`src/rtl/sale_sequencer_if.sv`:
```
// ----------------------------------------------------------------------------
// sale_sequencer_if
// Handshake between the sale sequencer and the item-price table.
//   lookup_req     : sequencer -> table, lookup in progress
//   lookup_barcode : sequencer -> table, 4 BCD digits, stable while lookup_req
//   lookup_ack     : table -> sequencer, response valid (one cycle)
//   lookup_hit     : table -> sequencer, item found (qualified by lookup_ack)
//   lookup_price   : table -> sequencer, unit price (qualified by ack & hit)
// ----------------------------------------------------------------------------
interface sale_sequencer_if;
    logic        lookup_req;
    logic [15:0] lookup_barcode;
    logic        lookup_ack;
    logic        lookup_hit;
    logic [15:0] lookup_price;

    modport master (
        output lookup_req, lookup_barcode,
        input  lookup_ack, lookup_hit, lookup_price
    );

    modport slave (
        input  lookup_req, lookup_barcode,
        output lookup_ack, lookup_hit, lookup_price
    );
endinterface

```
`src/rtl/sale_sequencer.sv`:
```
// ----------------------------------------------------------------------------
// sale_sequencer
// Point-of-sale front end: four push buttons enter a 4-digit BCD barcode and a
// quantity, the barcode is looked up in an external price table, and the
// price*qty is added to a saturating running total.
//
// Ports
//   CLOCK_50 : system clock, single domain
//   RESET_N  : asynchronous active-low reset
//   KEY[3:0] : push buttons, active-low, asynchronous
//   SW[2:0]  : SW[0] = 0 digit layer, 1 command layer; SW[2:1] unused
//   lkp      : price-table handshake (sale_sequencer_if.master)
//   barcode  : digits entered so far, newest digit in [3:0]
//   qty      : selected quantity 1..4
//   total    : running sale total, saturates at 20'hFFFFF
//   state    : ENTRY=0 QTY=1 LOOKUP=2 ACCUM=3 ERROR=4
//   err      : high while in ERROR
// ----------------------------------------------------------------------------

// Per-key front end: 2-flop synchronizer, debouncer, press detector.
// The accepted level flips only after DEBOUNCE_CYCLES consecutive synchronized
// samples that disagree with it; a flip to 0 emits a one-cycle press pulse.
module sale_key_debounce #(
    parameter int DEBOUNCE_CYCLES = 4
) (
    input  logic clk,
    input  logic rst_n,
    input  logic i_key_n,
    output logic o_press
);
    localparam int CW = (DEBOUNCE_CYCLES < 2) ? 1 : $clog2(DEBOUNCE_CYCLES);
    localparam logic [CW-1:0] CNT_LAST = CW'(DEBOUNCE_CYCLES - 1);

    logic [1:0]    r_sync;
    logic          r_level;
    logic [CW-1:0] r_cnt;
    logic          r_press;

    always_ff @(posedge clk or negedge rst_n) begin
        if (!rst_n) begin
            r_sync  <= 2'b11;
            r_level <= 1'b1;
            r_cnt   <= '0;
            r_press <= 1'b0;
        end else begin
            r_sync  <= {r_sync[0], i_key_n};
            r_press <= 1'b0;
            if (r_sync[1] != r_level) begin
                // This sample is the DEBOUNCE_CYCLES-th disagreeing one in a row
                if (r_cnt == CNT_LAST) begin
                    r_level <= r_sync[1];
                    r_cnt   <= '0;
                    r_press <= ~r_sync[1];
                end else begin
                    r_cnt <= r_cnt + CW'(1);
                end
            end else begin
                r_cnt <= '0;
            end
        end
    end

    assign o_press = r_press;
endmodule

module sale_sequencer #(
    parameter int DEBOUNCE_CYCLES = 4,
    parameter int ACK_TIMEOUT     = 255
) (
    input  logic                    CLOCK_50,
    input  logic                    RESET_N,
    input  logic [3:0]              KEY,
    input  logic [2:0]              SW,
    sale_sequencer_if.master        lkp,
    output logic [15:0]             barcode,
    output logic [2:0]              qty,
    output logic [19:0]             total,
    output logic [2:0]              state,
    output logic                    err
);
    typedef enum logic [2:0] {
        S_ENTRY  = 3'd0,
        S_QTY    = 3'd1,
        S_LOOKUP = 3'd2,
        S_ACCUM  = 3'd3,
        S_ERROR  = 3'd4
    } state_t;

    localparam int TW = (ACK_TIMEOUT < 2) ? 1 : $clog2(ACK_TIMEOUT);
    localparam logic [TW-1:0] TMO_LAST = TW'(ACK_TIMEOUT - 1);

    // ---------------- key front end ----------------
    logic [3:0] w_press;

    for (genvar g = 0; g < 4; g++) begin : g_key
        sale_key_debounce #(.DEBOUNCE_CYCLES(DEBOUNCE_CYCLES)) u_deb (
            .clk     (CLOCK_50),
            .rst_n   (RESET_N),
            .i_key_n (KEY[g]),
            .o_press (w_press[g])
        );
    end

    // The layer switch is asynchronous as well; it settles long before a
    // debounced press can appear, so two flops are enough.
    logic [1:0] r_sw_sync;
    logic       w_layer;
    logic       w_sw_unused;

    always_ff @(posedge CLOCK_50 or negedge RESET_N) begin
        if (!RESET_N) r_sw_sync <= 2'b00;
        else          r_sw_sync <= {r_sw_sync[0], SW[0]};
    end

    assign w_layer     = r_sw_sync[1];
    assign w_sw_unused = ^SW[2:1];

    // Decode: only the highest-index pressed key counts in a given cycle,
    // even when that key has no meaning in the current layer.
    logic       w_digit_vld;
    logic [3:0] w_digit;
    logic       w_sel;
    logic       w_clr;

    always_comb begin
        w_digit_vld = 1'b0;
        w_digit     = 4'd0;
        w_sel       = 1'b0;
        w_clr       = 1'b0;
        if (!w_layer) begin
            w_digit_vld = |w_press;
            if      (w_press[3]) w_digit = 4'd1;
            else if (w_press[2]) w_digit = 4'd2;
            else if (w_press[1]) w_digit = 4'd3;
            else if (w_press[0]) w_digit = 4'd4;
        end else begin
            if      (w_press[3])                    w_sel = 1'b1;
            else if (w_press[0] && !(|w_press[2:1])) w_clr = 1'b1;
        end
    end

    // ---------------- sequencer ----------------
    state_t        r_state,   w_state_nxt;
    logic [15:0]   r_barcode, w_barcode_nxt;
    logic [2:0]    r_ndig,    w_ndig_nxt;
    logic [2:0]    r_qty,     w_qty_nxt;
    logic [19:0]   r_total,   w_total_nxt;
    logic [15:0]   r_price,   w_price_nxt;
    logic          r_req,     w_req_nxt;
    logic [15:0]   r_lbar,    w_lbar_nxt;
    logic [TW-1:0] r_tmo,     w_tmo_nxt;

    logic [18:0]   w_prod;
    logic [20:0]   w_sum;

    assign w_prod = 19'(r_price) * 19'(r_qty);
    assign w_sum  = {1'b0, r_total} + {2'b00, w_prod};

    always_ff @(posedge CLOCK_50 or negedge RESET_N) begin
        if (!RESET_N) begin
            r_state   <= S_ENTRY;
            r_barcode <= 16'h0000;
            r_ndig    <= 3'd0;
            r_qty     <= 3'd1;
            r_total   <= 20'h00000;
            r_price   <= 16'h0000;
            r_req     <= 1'b0;
            r_lbar    <= 16'h0000;
            r_tmo     <= '0;
        end else begin
            r_state   <= w_state_nxt;
            r_barcode <= w_barcode_nxt;
            r_ndig    <= w_ndig_nxt;
            r_qty     <= w_qty_nxt;
            r_total   <= w_total_nxt;
            r_price   <= w_price_nxt;
            r_req     <= w_req_nxt;
            r_lbar    <= w_lbar_nxt;
            r_tmo     <= w_tmo_nxt;
        end
    end

    always_comb begin
        w_state_nxt   = r_state;
        w_barcode_nxt = r_barcode;
        w_ndig_nxt    = r_ndig;
        w_qty_nxt     = r_qty;
        w_total_nxt   = r_total;
        w_price_nxt   = r_price;
        w_req_nxt     = r_req;
        w_lbar_nxt    = r_lbar;
        w_tmo_nxt     = r_tmo;

        case (r_state)
            S_ENTRY: begin
                if (w_clr) begin
                    w_barcode_nxt = 16'h0000;
                    w_ndig_nxt    = 3'd0;
                end else if (w_sel) begin
                    if (r_ndig == 3'd4) begin
                        w_state_nxt = S_QTY;
                        w_qty_nxt   = 3'd1;
                    end
                end else if (w_digit_vld) begin
                    w_barcode_nxt = {r_barcode[11:0], w_digit};
                    if (r_ndig != 3'd4) w_ndig_nxt = r_ndig + 3'd1;
                end
            end

            S_QTY: begin
                if (w_clr) begin
                    w_state_nxt   = S_ENTRY;
                    w_barcode_nxt = 16'h0000;
                    w_ndig_nxt    = 3'd0;
                end else if (w_sel) begin
                    w_state_nxt = S_LOOKUP;
                    w_req_nxt   = 1'b1;
                    w_lbar_nxt  = r_barcode;
                    w_tmo_nxt   = '0;
                end else if (w_digit_vld) begin
                    w_qty_nxt = w_digit[2:0];
                end
            end

            S_LOOKUP: begin
                // An ack in the final timeout cycle still wins over the timeout
                if (r_req && lkp.lookup_ack) begin
                    w_req_nxt = 1'b0;
                    if (lkp.lookup_hit) begin
                        w_price_nxt = lkp.lookup_price;
                        w_state_nxt = S_ACCUM;
                    end else begin
                        w_state_nxt = S_ERROR;
                    end
                end else if (r_tmo == TMO_LAST) begin
                    w_req_nxt   = 1'b0;
                    w_state_nxt = S_ERROR;
                end else begin
                    w_tmo_nxt = r_tmo + TW'(1);
                end
            end

            S_ACCUM: begin
                w_total_nxt   = w_sum[20] ? 20'hFFFFF : w_sum[19:0];
                w_state_nxt   = S_ENTRY;
                w_barcode_nxt = 16'h0000;
                w_ndig_nxt    = 3'd0;
            end

            S_ERROR: begin
                if (w_clr) begin
                    w_state_nxt   = S_ENTRY;
                    w_barcode_nxt = 16'h0000;
                    w_ndig_nxt    = 3'd0;
                end
            end

            default: begin
                w_state_nxt = S_ENTRY;
                w_req_nxt   = 1'b0;
            end
        endcase
    end

    assign lkp.lookup_req     = r_req;
    assign lkp.lookup_barcode = r_lbar;
    assign barcode            = r_barcode;
    assign qty                = r_qty;
    assign total              = r_total;
    assign state              = r_state;
    assign err                = (r_state == S_ERROR);
endmodule
```
`src/flat_wrapper.sv`:
```
// flat-port wrapper written by rule: the top's interface ports become plain ports
module sale_sequencer_flat 
#(
    parameter int DEBOUNCE_CYCLES = 4,
    parameter int ACK_TIMEOUT     = 255
)
  (CLOCK_50, RESET_N, KEY, SW, barcode, qty, total, state, err, lkp_lookup_req, lkp_lookup_barcode, lkp_lookup_ack, lkp_lookup_hit, lkp_lookup_price);
  sale_sequencer_if lkp_i ();
  input  logic CLOCK_50;
  input  logic RESET_N;
  input  logic [3:0] KEY;
  input  logic [2:0] SW;
  output logic [15:0] barcode;
  output logic [2:0] qty;
  output logic [19:0] total;
  output logic [2:0] state;
  output logic err;
  output wire logic [$bits(lkp_i.lookup_req)-1:0] lkp_lookup_req;
  output wire logic [$bits(lkp_i.lookup_barcode)-1:0] lkp_lookup_barcode;
  input wire logic [$bits(lkp_i.lookup_ack)-1:0] lkp_lookup_ack;
  input wire logic [$bits(lkp_i.lookup_hit)-1:0] lkp_lookup_hit;
  input wire logic [$bits(lkp_i.lookup_price)-1:0] lkp_lookup_price;
  assign lkp_lookup_req = lkp_i.lookup_req;
  assign lkp_lookup_barcode = lkp_i.lookup_barcode;
  assign lkp_i.lookup_ack = lkp_lookup_ack;
  assign lkp_i.lookup_hit = lkp_lookup_hit;
  assign lkp_i.lookup_price = lkp_lookup_price;
  sale_sequencer #(.DEBOUNCE_CYCLES(DEBOUNCE_CYCLES), .ACK_TIMEOUT(ACK_TIMEOUT)) u_core (.CLOCK_50(CLOCK_50), .RESET_N(RESET_N), .KEY(KEY), .SW(SW), .lkp(lkp_i), .barcode(barcode), .qty(qty), .total(total), .state(state), .err(err));
endmodule
```
`config.mk`:
```
export PLATFORM = sky130hd
export DESIGN_NAME = sale_sequencer_flat
export DESIGN_NICKNAME = d
export VERILOG_FILES = /design/src/rtl/sale_sequencer_if.sv /design/src/rtl/sale_sequencer.sv /design/src/flat_wrapper.sv
export SDC_FILE = /design/constraint.sdc
export NUM_CORES = 1
export LEC_CHECK = 0
export BUFFER_PORTS_ARGS = -buffer_cell sky130_fd_sc_hd__buf_2
export CAP_MARGIN = 20
export CORE_UTILIZATION = 54
export CTS_CLUSTER_SIZE = 14
export DETAILED_ROUTE_END_ITERATION = 8
export HOLD_SLACK_MARGIN = 0.05
export PLACE_DENSITY = 0.76
export SLEW_MARGIN = 25
export SYNTH_ARGS = -nofsm -noshare
export SYNTH_HDL_FRONTEND = slang
export SYNTH_SLANG_ARGS = --single-unit
```
`constraint.sdc`:
```
create_clock -name CLOCK_50 -period 10.3 [get_ports CLOCK_50]
set_clock_uncertainty 0.15 [all_clocks]
set_input_delay 0.515 -clock CLOCK_50 [delete_from_list [all_inputs] [get_ports CLOCK_50]]
set_output_delay 0.515 -clock CLOCK_50 [all_outputs]
set_load 0.005 [all_outputs]
```
==> results of run 1 <==
metal layers:
metal	up-vias	global-route usage [%]	wire [um]
li1	2301	-	-
met1	2297	30.4	5840
met2	103	37.0	6350
met3	23	3.06	421
met4	0	8.62	282
met5	-	0	0
synth_stat cells (all sizes together), types with 8 or more instances:
| cell type | n | area share, % |
|---|---|---|
| dfstp | 13 | 5.4 |
| nand3 | 20 | 1.6 |
| nor2b | 8 | 0.78 |
| clkbuf | 18 | 1.1 |
| a21oi | 27 | 2.1 |
| mux2 | 23 | 4.1 |
| nand2 | 53 | 3.1 |
| xnor2 | 10 | 1.4 |
| xor2 | 11 | 1.5 |
| inv | 91 | 5.4 |
| a31oi | 15 | 1.5 |
| fa | 31 | 9.7 |
| dfrtp | 91 | 36 |
| nor2 | 41 | 2.4 |
| and2 | 47 | 4.6 |
| ha | 30 | 5.9 |
| o21ai | 41 | 3.2 |
| nor3 | 10 | 0.78 |
| buf | 13 | 1.4 |
cell families (layout without fill, tap and decap cells):
kind of cell,Yosys count,count (layout)
adders and majority gates,61,61
DFF,104,104
other,1,8
and+or+nand+nor,210,210
xor gates and xnor gates,21,21
muxes,24,24
AOI/OAI and AO/OA,120,120
buffers and inverters,122,187
cell type report:
type	instances	share of cell area, %
tap	143	2.50
clock buffer	10	3.20
clock inverter	6	0.928
multi-input combinational	444	46.1
inverter	91	4.78
timing repair buffer	80	5.81
sequential	104	36.6
worst paths after layout:
kind / start / slack [ps] / cells past startpoint / endpoint
max: u_core.qty[2]$_DFFE_PN0P_ / 5810 / 13 / u_core.total[18]$_DFFE_PN0P_
min: KEY[1] / 110 / 1 / u_core.g_key[1].u_deb.r_sync[0]$_DFF_PN1_
min reg2reg: u_core.g_key[0].u_deb.r_sync[0]$_DFF_PN1_ / 200 / 0 / u_core.g_key[0].u_deb.r_sync[1]$_DFF_PN1_
min in group asynchronous: RESET_N / 490 / 2 / u_core.total[19]$_DFFE_PN0P_
max in group asynchronous: RESET_N / 8270 / 3 / u_core.g_key[3].u_deb.r_cnt[1]$_DFF_PN0_
max reg2reg: u_core.qty[2]$_DFFE_PN0P_ / 5810 / 13 / u_core.total[18]$_DFFE_PN0P_
worst reg2reg max path: stages, from the launching register on:
cell      delay [ps]
dfrtp_1          590
and2_1           270
fa_1             540
inv_1             60
fa_1             490
inv_1             40
ha_1             390
a21oi_1          310
o21ai_0          180
nand2b_1         100
nand2_1           80
a21oi_2          520
nand2_1          380
o22a_1           280
through the flow:
stage	setup slack [ps]	utilization, %
5_1_grt	5560	62.3
2_1_floorplan	6630	-
3_3_place_gp	5580	59.6
6_report	5810	62.3
3_5_place_dp	5460	59.6
4_1_cts	5420	62.3
cells in the final DEF (no fill, tap or decap), types with 8 or more instances in the layout:
master     instances
nor2b_1            8
ha_1              30
nand2_1           53
a21oi_1           26
and2_1            47
nand3_1           20
o21ai_0           39
conb_1             8
buf_2             75
dfrtp_1           91
fa_1              31
nor3_1            10
dfstp_2           13
inv_1             91
nor2_1            41
xor2_1            11
mux2_2            23
a31oi_1           15
clkbuf_16          9
xnor2_1           10
power groups by stage:
stage               sequential [mW]  combinational, mW  clock, mW
global placement              0.474             0.0822          0
detailed placement            0.478             0.0931          0
finish                        0.470             0.0918      0.345
global route                  0.475              0.106      0.370
CTS                           0.471             0.0947      0.354
floorplan                     0.471             0.0632          0
sequential cells by signal, indices dropped and copies added, names as in the netlist:
signal / cells
u_core.g_key.u_deb.r_level: 4
u_core.barcode: 12
u_core.lkp.lookup_req: 1
u_core.lkp.lookup_barcode: 12
u_core.r_tmo: 8
u_core.r_price: 16
u_core.g_key.u_deb.o_press: 4
u_core.state: 3
u_core.r_sw_sync: 2
u_core.qty: 3
u_core.g_key.u_deb.r_cnt: 8
u_core.g_key.u_deb.r_sync: 8
u_core.total: 20
u_core.r_ndig: 3
what timing repair did:
| item | 4_1_cts | 5_1_grt |
|---|---|---|
| endpoints found under the hold margin | 32 | 0 |
| hold buffers | 1 | 0 |
| setup endpoints to repair | 0 | 0 |
==> flow_summary_export.csv, run 1 <==
group,metric,value,unit
timing,tightest_slew,902,ps
routing,drt_iter0_drc,247,
power,vdd_drop_max,133,uV
logic_synthesis,yosys_warnings,0,
setup_path,worstPathCellList,"and2_1, fa_1, inv_1, fa_1, inv_1, ha_1, a21oi_1, o21ai_0, nand2b_1, nand2_1, a21oi_2, nand2_1, o22a_1",
timing,hold_viol,0,
routing,dr.pass1.iters,4,
finish,instances_no_fill,878,
placed_design,place.gp.congestion,0.865,
floorplan,core_area,11500,um^2
placed_design,numPortBuffers,76,
clock_network,post_cts_resized,0,
finish,antennaDiodeCount,0,
power,p_sw,0.226,mW
logic_synthesis,synth-edff-count,0,
clock_network,postCtsSetupBuffers,0,
timing,rsz0062_at_grt,"no",
grt,grt_pass1_vias,4735,
logic_synthesis,synthFlopType,"dfrtp_1",
logic_synthesis,ys_async_sr_fraction,100,%
setup_path,critPathKind,"reg2reg",
clock_network,htreeDepth,3,
power,p_int,0.682,mW
floorplan,dieArea,12300,um^2
logic_synthesis,synth_top_family_by_area,"simple AND/OR/NAND/NOR gates",
setup_path,critPathBufInv,2,
routing,vias,4724,
logic_synthesis,ys_seq_area_share,41.0,%
power,p_clk_share,38.0,%
timing,tns,0,ps
clock_network,clockBufferDepth,2,
logic_synthesis,synth_compound_area_share,11.9,%
power,p_comb_share,10.1,%
finish,final_area,7150,um^2
floorplan,die_x,111,um
logic_synthesis,synthDistinctLibCells,57,
setup_path,end_kind,"flip-flop",
setup_path,cp_top_family,"adder cells",
timing,fmax,223,MHz
timing,slew-limit-headroom,39.9,%
floorplan,fp-row-count,39,
timing,report.final.slew_viol_count,0,
clock_network,root_buffer,"clkbuf_16",
setup_path,cp.required,10390,ps
routing,wirelength,12900,um
power,p_leak,3.72,nW
finish,layout-drive-gt1-share,18.5,%
floorplan,pin_count,87,
clock_network,cts-buffers-inserted,9,
finish,finalNetCount,818,
worst_hold_path,hp-class,"in2reg",
timing,hold_slack,112,ps
logic_synthesis,yosys.area_share.simple,16.6,%
grt,grt_pass1_wl,22200,um
placed_design,placed_cells,861,
placed_design,post-dp-hpwl,9610,um
logic_synthesis,syn_area,6380,um^2
routing,vias_per_cell,5.38,
finish,multi_input_area,3300,um^2
logic_synthesis,synthXorXnorAreaFrac,2.88,%
setup_path,max_stage_delay,590,ps
logic_synthesis,synth_adder_area_share,15.6,%
grt,gr-usage-all-layers,22.5,%
outcome,outcome,"complete, no violations",
run,max_cap_viol_count,0,
setup_path,start_kind,"flip-flop",
logic_synthesis,syn_inst,663,
logic_synthesis,yosys_register_bits,104,
power,seqPwrFrac,51.9,%
power,p_per_area,127,nW/um^2
logic_synthesis,synth.area.mux_share,4.21,%
placed_design,placed_area,6840,um^2
grt,antenna_found_initial,0,
timing,period_needed,4490,ps
finish,seqCellArea,2620,um^2
power,power.share.switching,24.9,%
timing,setup_viol,0,
grt,grt_max_degree,73,
floorplan,die_y,111,um
setup_path,cpMaxStageDelayCell,"dfrtp_1",
grt,overflow,0,
logic_synthesis,syn_avg_cell_area,9.63,um^2
finish,n_fill_cell,943,
power,power,0.907,mW
clock_network,clock_latency,350,ps
routing,drc,0,
clock_network,clock_sinks,104,
routing,avgRoutedWirePerCell,14.7,um
floorplan,start_util,55.7,%
clock_network,cts.clk_slew.worst_paths,70,ps
timing,final.period_utilization,43.6,%
finish,area_growth_syn_to_layout,12.0,%
setup_path,worstPathArrival,4580,ps
clock_network,cts_tree,"yes",
setup_path,worstPathMaxFanout,18,
routing,postRouteAntennaNets,0,
Power figures use the tool's default switching activity.
==> inputs of run 2 (changes only) <==
clock period = 4.6 ns   (was 10.3 ns; I/O delays follow)
==> flow_summary_export.csv, run 2 (synthesized netlist as in run 1, its figures left out) <==
group,metric,value,unit
outcome,outcome,"complete, no violations",
setup_path,worstPathCellList,"and2_1, fa_1, inv_1, fa_1, inv_1, ha_1, nand3_1, or2_2, o21bai_1, a21oi_1, a21oi_1, xnor2_1, o22a_1",
setup_path,cp_top_family,"adder cells",
routing,dr.pass1.iters,5,
power,power,2.11,mW
setup_path,critPathKind,"reg2reg",
setup_path,max_stage_delay,570,ps
timing,fmax,246,MHz
placed_design,numPortBuffers,76,
grt,grt_max_degree,62,
placed_design,placed_cells,862,
clock_network,cts-buffers-inserted,9,
clock_network,clock_latency,350,ps
setup_path,worstPathArrival,4150,ps
power,vdd_drop_max,243,uV
finish,n_fill_cell,888,
clock_network,clock_sinks,104,
setup_path,critPathBufInv,2,
placed_design,dp_slack,573,ps
finish,finish.utilization,64.5,%
timing,hold_viol,0,
clock_network,root_buffer,"clkbuf_16",
routing,avgRoutedWirePerCell,14.7,um
routing,wl_met2,6690,um
power,p_sw,0.501,mW
grt,grt_pass1_wl,22700,um
timing,rsz0062_at_grt,"no",
finish,layout_common_cells,"inv_1, dfrtp_1, buf_2",
timing,tightest_slew,842,ps
finish,multi_input_area,3290,um^2
setup_path,cpMaxStageDelayCell,"dfrtp_1",
placed_design,post-dp-hpwl,9540,um
finish,antennaDiodeCount,0,
routing,wl_met3,523,um
finish,final_area,7400,um^2
routing,met1_length,5780,um
floorplan,dieArea,12300,um^2
grt,gr-usage-all-layers,23.0,%
worst_hold_path,worstHoldEndpoint,"u_core.state[2]$_DFFE_PN0P_",
worst_hold_path,hp-class,"in2reg",
clock_network,postCtsSetupBuffers,0,
setup_path,end_kind,"flip-flop",
clock_network,htreeDepth,3,
setup_path,reg2reg_from,"u_core.qty[2]$_DFFE_PN0P_",
routing,drt_iter0_drc,345,
finish,finalNetCount,840,
grt,overflow,0,
power,p_leak,3.82,nW
setup_path,start_kind,"flip-flop",
routing,vias_per_cell,5.38,
timing,hold_slack,109,ps
timing,final.period_utilization,88.3,%
routing,vias,4844,
finish,area_growth_syn_to_layout,15.9,%
timing,tns,0,ps
power,seqPwrFrac,49.9,%
power,p_per_area,285,nW/um^2
timing,report.final.slew_viol_count,0,
clock_network,clockBufferDepth,2,
power,p_comb_share,10.1,%
worst_hold_path,hold_path_startpoint,"lkp_lookup_hit",
routing,drc,0,
timing,setup_viol,0,
placed_design,placed_area,6850,um^2
routing,postRouteAntennaNets,0,
routing,wirelength,13200,um
finish,instances_no_fill,900,
setup_path,reg2reg_setup_slack,540,ps
floorplan,pin_count,87,
setup_path,cp.required,4690,ps
run,max_cap_viol_count,0,
worst_hold_path,whs_path_depth,3,
floorplan,core_area,11500,um^2
setup_path,r2r_end,"u_core.total[16]$_DFFE_PN0P_",
routing,highest_layer,"met4",
setup_path,worstPathMaxFanout,18,
grt,grt_pass1_vias,4754,
placed_design,place.gp.congestion,0.896,
timing,slew-limit-headroom,43.7,%
floorplan,fp-row-count,39,
clock_network,cts_tree,"yes",
finish,seqCellArea,2620,um^2
finish,largest_register_ff_count,20,
power,power.share.switching,23.7,%
power,p_clk_share,40.0,%
clock_network,cts.clk_slew.worst_paths,70,ps
floorplan,die_x,111,um
floorplan,die_y,111,um
setup_path,rr_worst_depth,13,
timing,layout_setup_ws,538,ps
timing,period_needed,4060,ps
power,p_int,1.61,mW
floorplan,start_util,55.7,%
finish,layout-drive-gt1-share,18.0,%
grt,antenna_found_initial,0,
## run 2: worst min-delay path: cells and delay by family
kind	cells	cell delay (ps)
buf+inv	1	70
compound gates	1	80
simple gates	1	180
## run 2: worst max path at each step
stage	from	endpoint	slack, ps	depth (start not counted)
after floorplan	u_core.qty[2]$_DFFE_PN0P_	u_core.total[16]$_DFFE_PN0P_	930	14
after global placement	u_core.qty[2]$_DFFE_PN0P_	u_core.total[15]$_DFFE_PN0P_	640	12
after detailed placement	u_core.qty[2]$_DFFE_PN0P_	u_core.total[15]$_DFFE_PN0P_	570	11
after CTS	u_core.qty[2]$_DFFE_PN0P_	u_core.total[15]$_DFFE_PN0P_	530	12
after global routing	u_core.qty[2]$_DFFE_PN0P_	u_core.total[16]$_DFFE_PN0P_	270	13
final	u_core.qty[2]$_DFFE_PN0P_	u_core.total[16]$_DFFE_PN0P_	540	13
## run 2: repair_timing
| item | 4_1_cts | 5_1_grt |
|---|---|---|
| hold buffers | 22 | 0 |
| gates resized for setup | 0 | 0 |
| hold endpoints to repair | 80 | 0 |
## run 2: area by class of cell
class,count,share of cell area [%]
flip-flops and latches,104,35.4
clock inverters,5,1.18
inverters,91,4.62
multi-input cells,444,44.5
repair buffers,102,8.56
clock buffers,11,3.28
well taps,143,2.42
## run 2: power groups by stage
stage                     sequential [mW]  clock (mW)  combinational (mW)
after global routing                 1.06       0.897               0.243
final                                1.05       0.844               0.213
after CTS                            1.05       0.862               0.215
after global placement               1.06           0               0.183
after detailed placement             1.07           0               0.199
after floorplan                      1.05           0               0.141
## run 2: layer usage
layer / up-vias / global-route usage, %
met5: - / 0
met4: 0 / 7.64
met3: 16 / 3.01
met2: 124 / 39.4
met1: 2356 / 30.4
li1: 2348 / -
==> inputs of run 3 (changes only) <==
CORE_UTILIZATION = 40   (was 54)
PLACE_DENSITY = not set   (was 0.76)
==> flow_summary_export.csv, run 3 (synthesized netlist as in run 1, its figures left out) <==
group,metric,value,unit
power,p_leak,3.80,nW
timing,tightest_slew,811,ps
finish,instances_no_fill,968,
clock_network,cts_tree,"yes",
clock_network,clockBufferDepth,2,
floorplan,dieArea,16500,um^2
setup_path,cpMaxStageDelayCell,"dfrtp_1",
setup_path,end_kind,"flip-flop",
setup_path,critPathKind,"reg2reg",
routing,postRouteAntennaNets,0,
timing,setup_viol,0,
finish,finish.utilization,48.4,%
grt,grt_max_degree,56,
routing,vias,4756,
grt,gr-usage-all-layers,17.2,%
routing,dr.pass1.iters,6,
run,max_cap_viol_count,0,
power,vdd_drop_max,200,uV
floorplan,core_area,15400,um^2
placed_design,placed_cells,930,
routing,drc,0,
placed_design,place.gp.congestion,0.898,
setup_path,rr_worst_depth,11,
setup_path,worstPathMaxFanout,18,
floorplan,die_y,128,um
clock_network,root_buffer,"clkbuf_16",
finish,area_growth_syn_to_layout,16.4,%
setup_path,critPathBufInv,0,
timing,report.final.slew_viol_count,0,
power,p_per_area,269,nW/um^2
finish,final_area,7430,um^2
routing,avgRoutedWirePerCell,13.6,um
grt,grt_pass1_vias,4639,
finish,finalNetCount,840,
setup_path,worstPathArrival,4170,ps
worst_hold_path,hp-class,"in2reg",
grt,grt_pass1_wl,22200,um
clock_network,clock_sinks,104,
finish,layout-drive-gt1-share,18.1,%
routing,drt_iter0_drc,251,
clock_network,clock_latency,350,ps
timing,layout_setup_ws,552,ps
setup_path,cp_top_family,"adder cells",
finish,multi_input_area,3290,um^2
finish,antennaDiodeCount,0,
setup_path,worstPathCellList,"nand2_1, fa_1, fa_1, fa_1, nor2b_1, o31a_1, nor2_1, o311ai_1, a31oi_1, xnor2_1, a2bb2oi_1",
floorplan,pin_count,87,
floorplan,die_x,128,um
setup_path,start_kind,"flip-flop",
placed_design,numPortBuffers,76,
setup_path,max_stage_delay,670,ps
timing,fmax,247,MHz
grt,overflow,0,
placed_design,placed_area,6930,um^2
grt,antenna_found_initial,0,
finish,seqCellArea,2620,um^2
setup_path,worstSetupPathDepth,11,
floorplan,start_util,41.5,%
placed_design,post-dp-hpwl,9810,um
power,power,2.00,mW
outcome,outcome,"complete, no violations",
timing,hold_viol,0,
finish,largest_register_ff_count,20,
clock_network,postCtsSetupBuffers,0,
timing,final.period_utilization,88.0,%
routing,vias_per_cell,4.91,
timing,tns,0,ps
clock_network,cts.clk_slew.worst_paths,70,ps
finish,layout_common_cells,"inv_1, dfrtp_1, buf_2",
timing,hold_slack,122,ps
setup_path,cp.required,4730,ps
finish,n_fill_cell,1451,
clock_network,cts-buffers-inserted,9,
floorplan,fp-row-count,45,
setup_path,path_common_cell,"fa_1",
worst_hold_path,whs_path_depth,3,
placed_design,dp_slack,563,ps
timing,rsz0062_at_grt,"no",
clock_network,htreeDepth,3,
clock_network,post_cts_resized,0,
timing,slew-limit-headroom,45.8,%
routing,wirelength,13200,um
timing,period_needed,4050,ps
-- run 3: routing by layer --
metal / part of all wire [%] / GRT usage, % / vias to the layer above / routed length [um]
met5: 0 / 0 / - / 0
met4: 1.6 / 6.37 / 0 / 206
met3: 3.1 / 2.41 / 11 / 406
met2: 48 / 27.7 / 94 / 6330
met1: 47 / 23.6 / 2305 / 6230
li1: - / - / 2346 / -
-- run 3: worst register-to-register path: stages, from the launching register on --
cell       delay (ps)
dfrtp_1           670
nand2_1           150
fa_1              590
fa_1              460
fa_1              470
nor2b_1           180
o31a_1            200
nor2_1            100
o311ai_1          430
a31oi_1           170
xnor2_1           220
a2bb2oi_1         180
-- run 3: layout make-up --
| cell class | instances | area share [%] |
|---|---|---|
| multi-input cells | 444 | 44.3 |
| flip-flops and latches | 104 | 35.2 |
| repair buffers | 102 | 8.52 |
| inverters | 91 | 4.60 |
| well taps | 211 | 3.55 |
| clock buffers | 9 | 3.03 |
| clock inverters | 7 | 0.741 |
-- run 3: timing repair --
action	4_1_cts	5_1_grt
endpoints found under the setup margin	0	0
endpoints found under the hold margin	67	0
hold buffers	22	0
-- run 3: where the power goes --
group	total [mW]	internal [mW]	switching [mW]	leakage, nW
logic	0.210	0.109	0.102	2.27
clock network	0.736	0.373	0.363	0.138
registers	1.05	1.00	0.0489	1.39
-- run 3: worst paths after layout --
| path | start | endpoint | slack [ps] |
|---|---|---|---|
| max | u_core.qty[2]$_DFFE_PN0P_ | u_core.total[15]$_DFFE_PN0P_ | 550 |
| min | lkp_lookup_hit | u_core.state[2]$_DFFE_PN0P_ | 120 |
| max reg2reg | u_core.qty[2]$_DFFE_PN0P_ | u_core.total[15]$_DFFE_PN0P_ | 550 |
| min reg2reg | u_core.g_key[0].u_deb.r_sync[0]$_DFF_PN1_ | u_core.g_key[0].u_deb.r_sync[1]$_DFF_PN1_ | 210 |
| max in group asynchronous | RESET_N | u_core.total[4]$_DFFE_PN0P_ | 2890 |
| min in group asynchronous | RESET_N | u_core.g_key[3].u_deb.r_cnt[1]$_DFF_PN0_ | 320 |
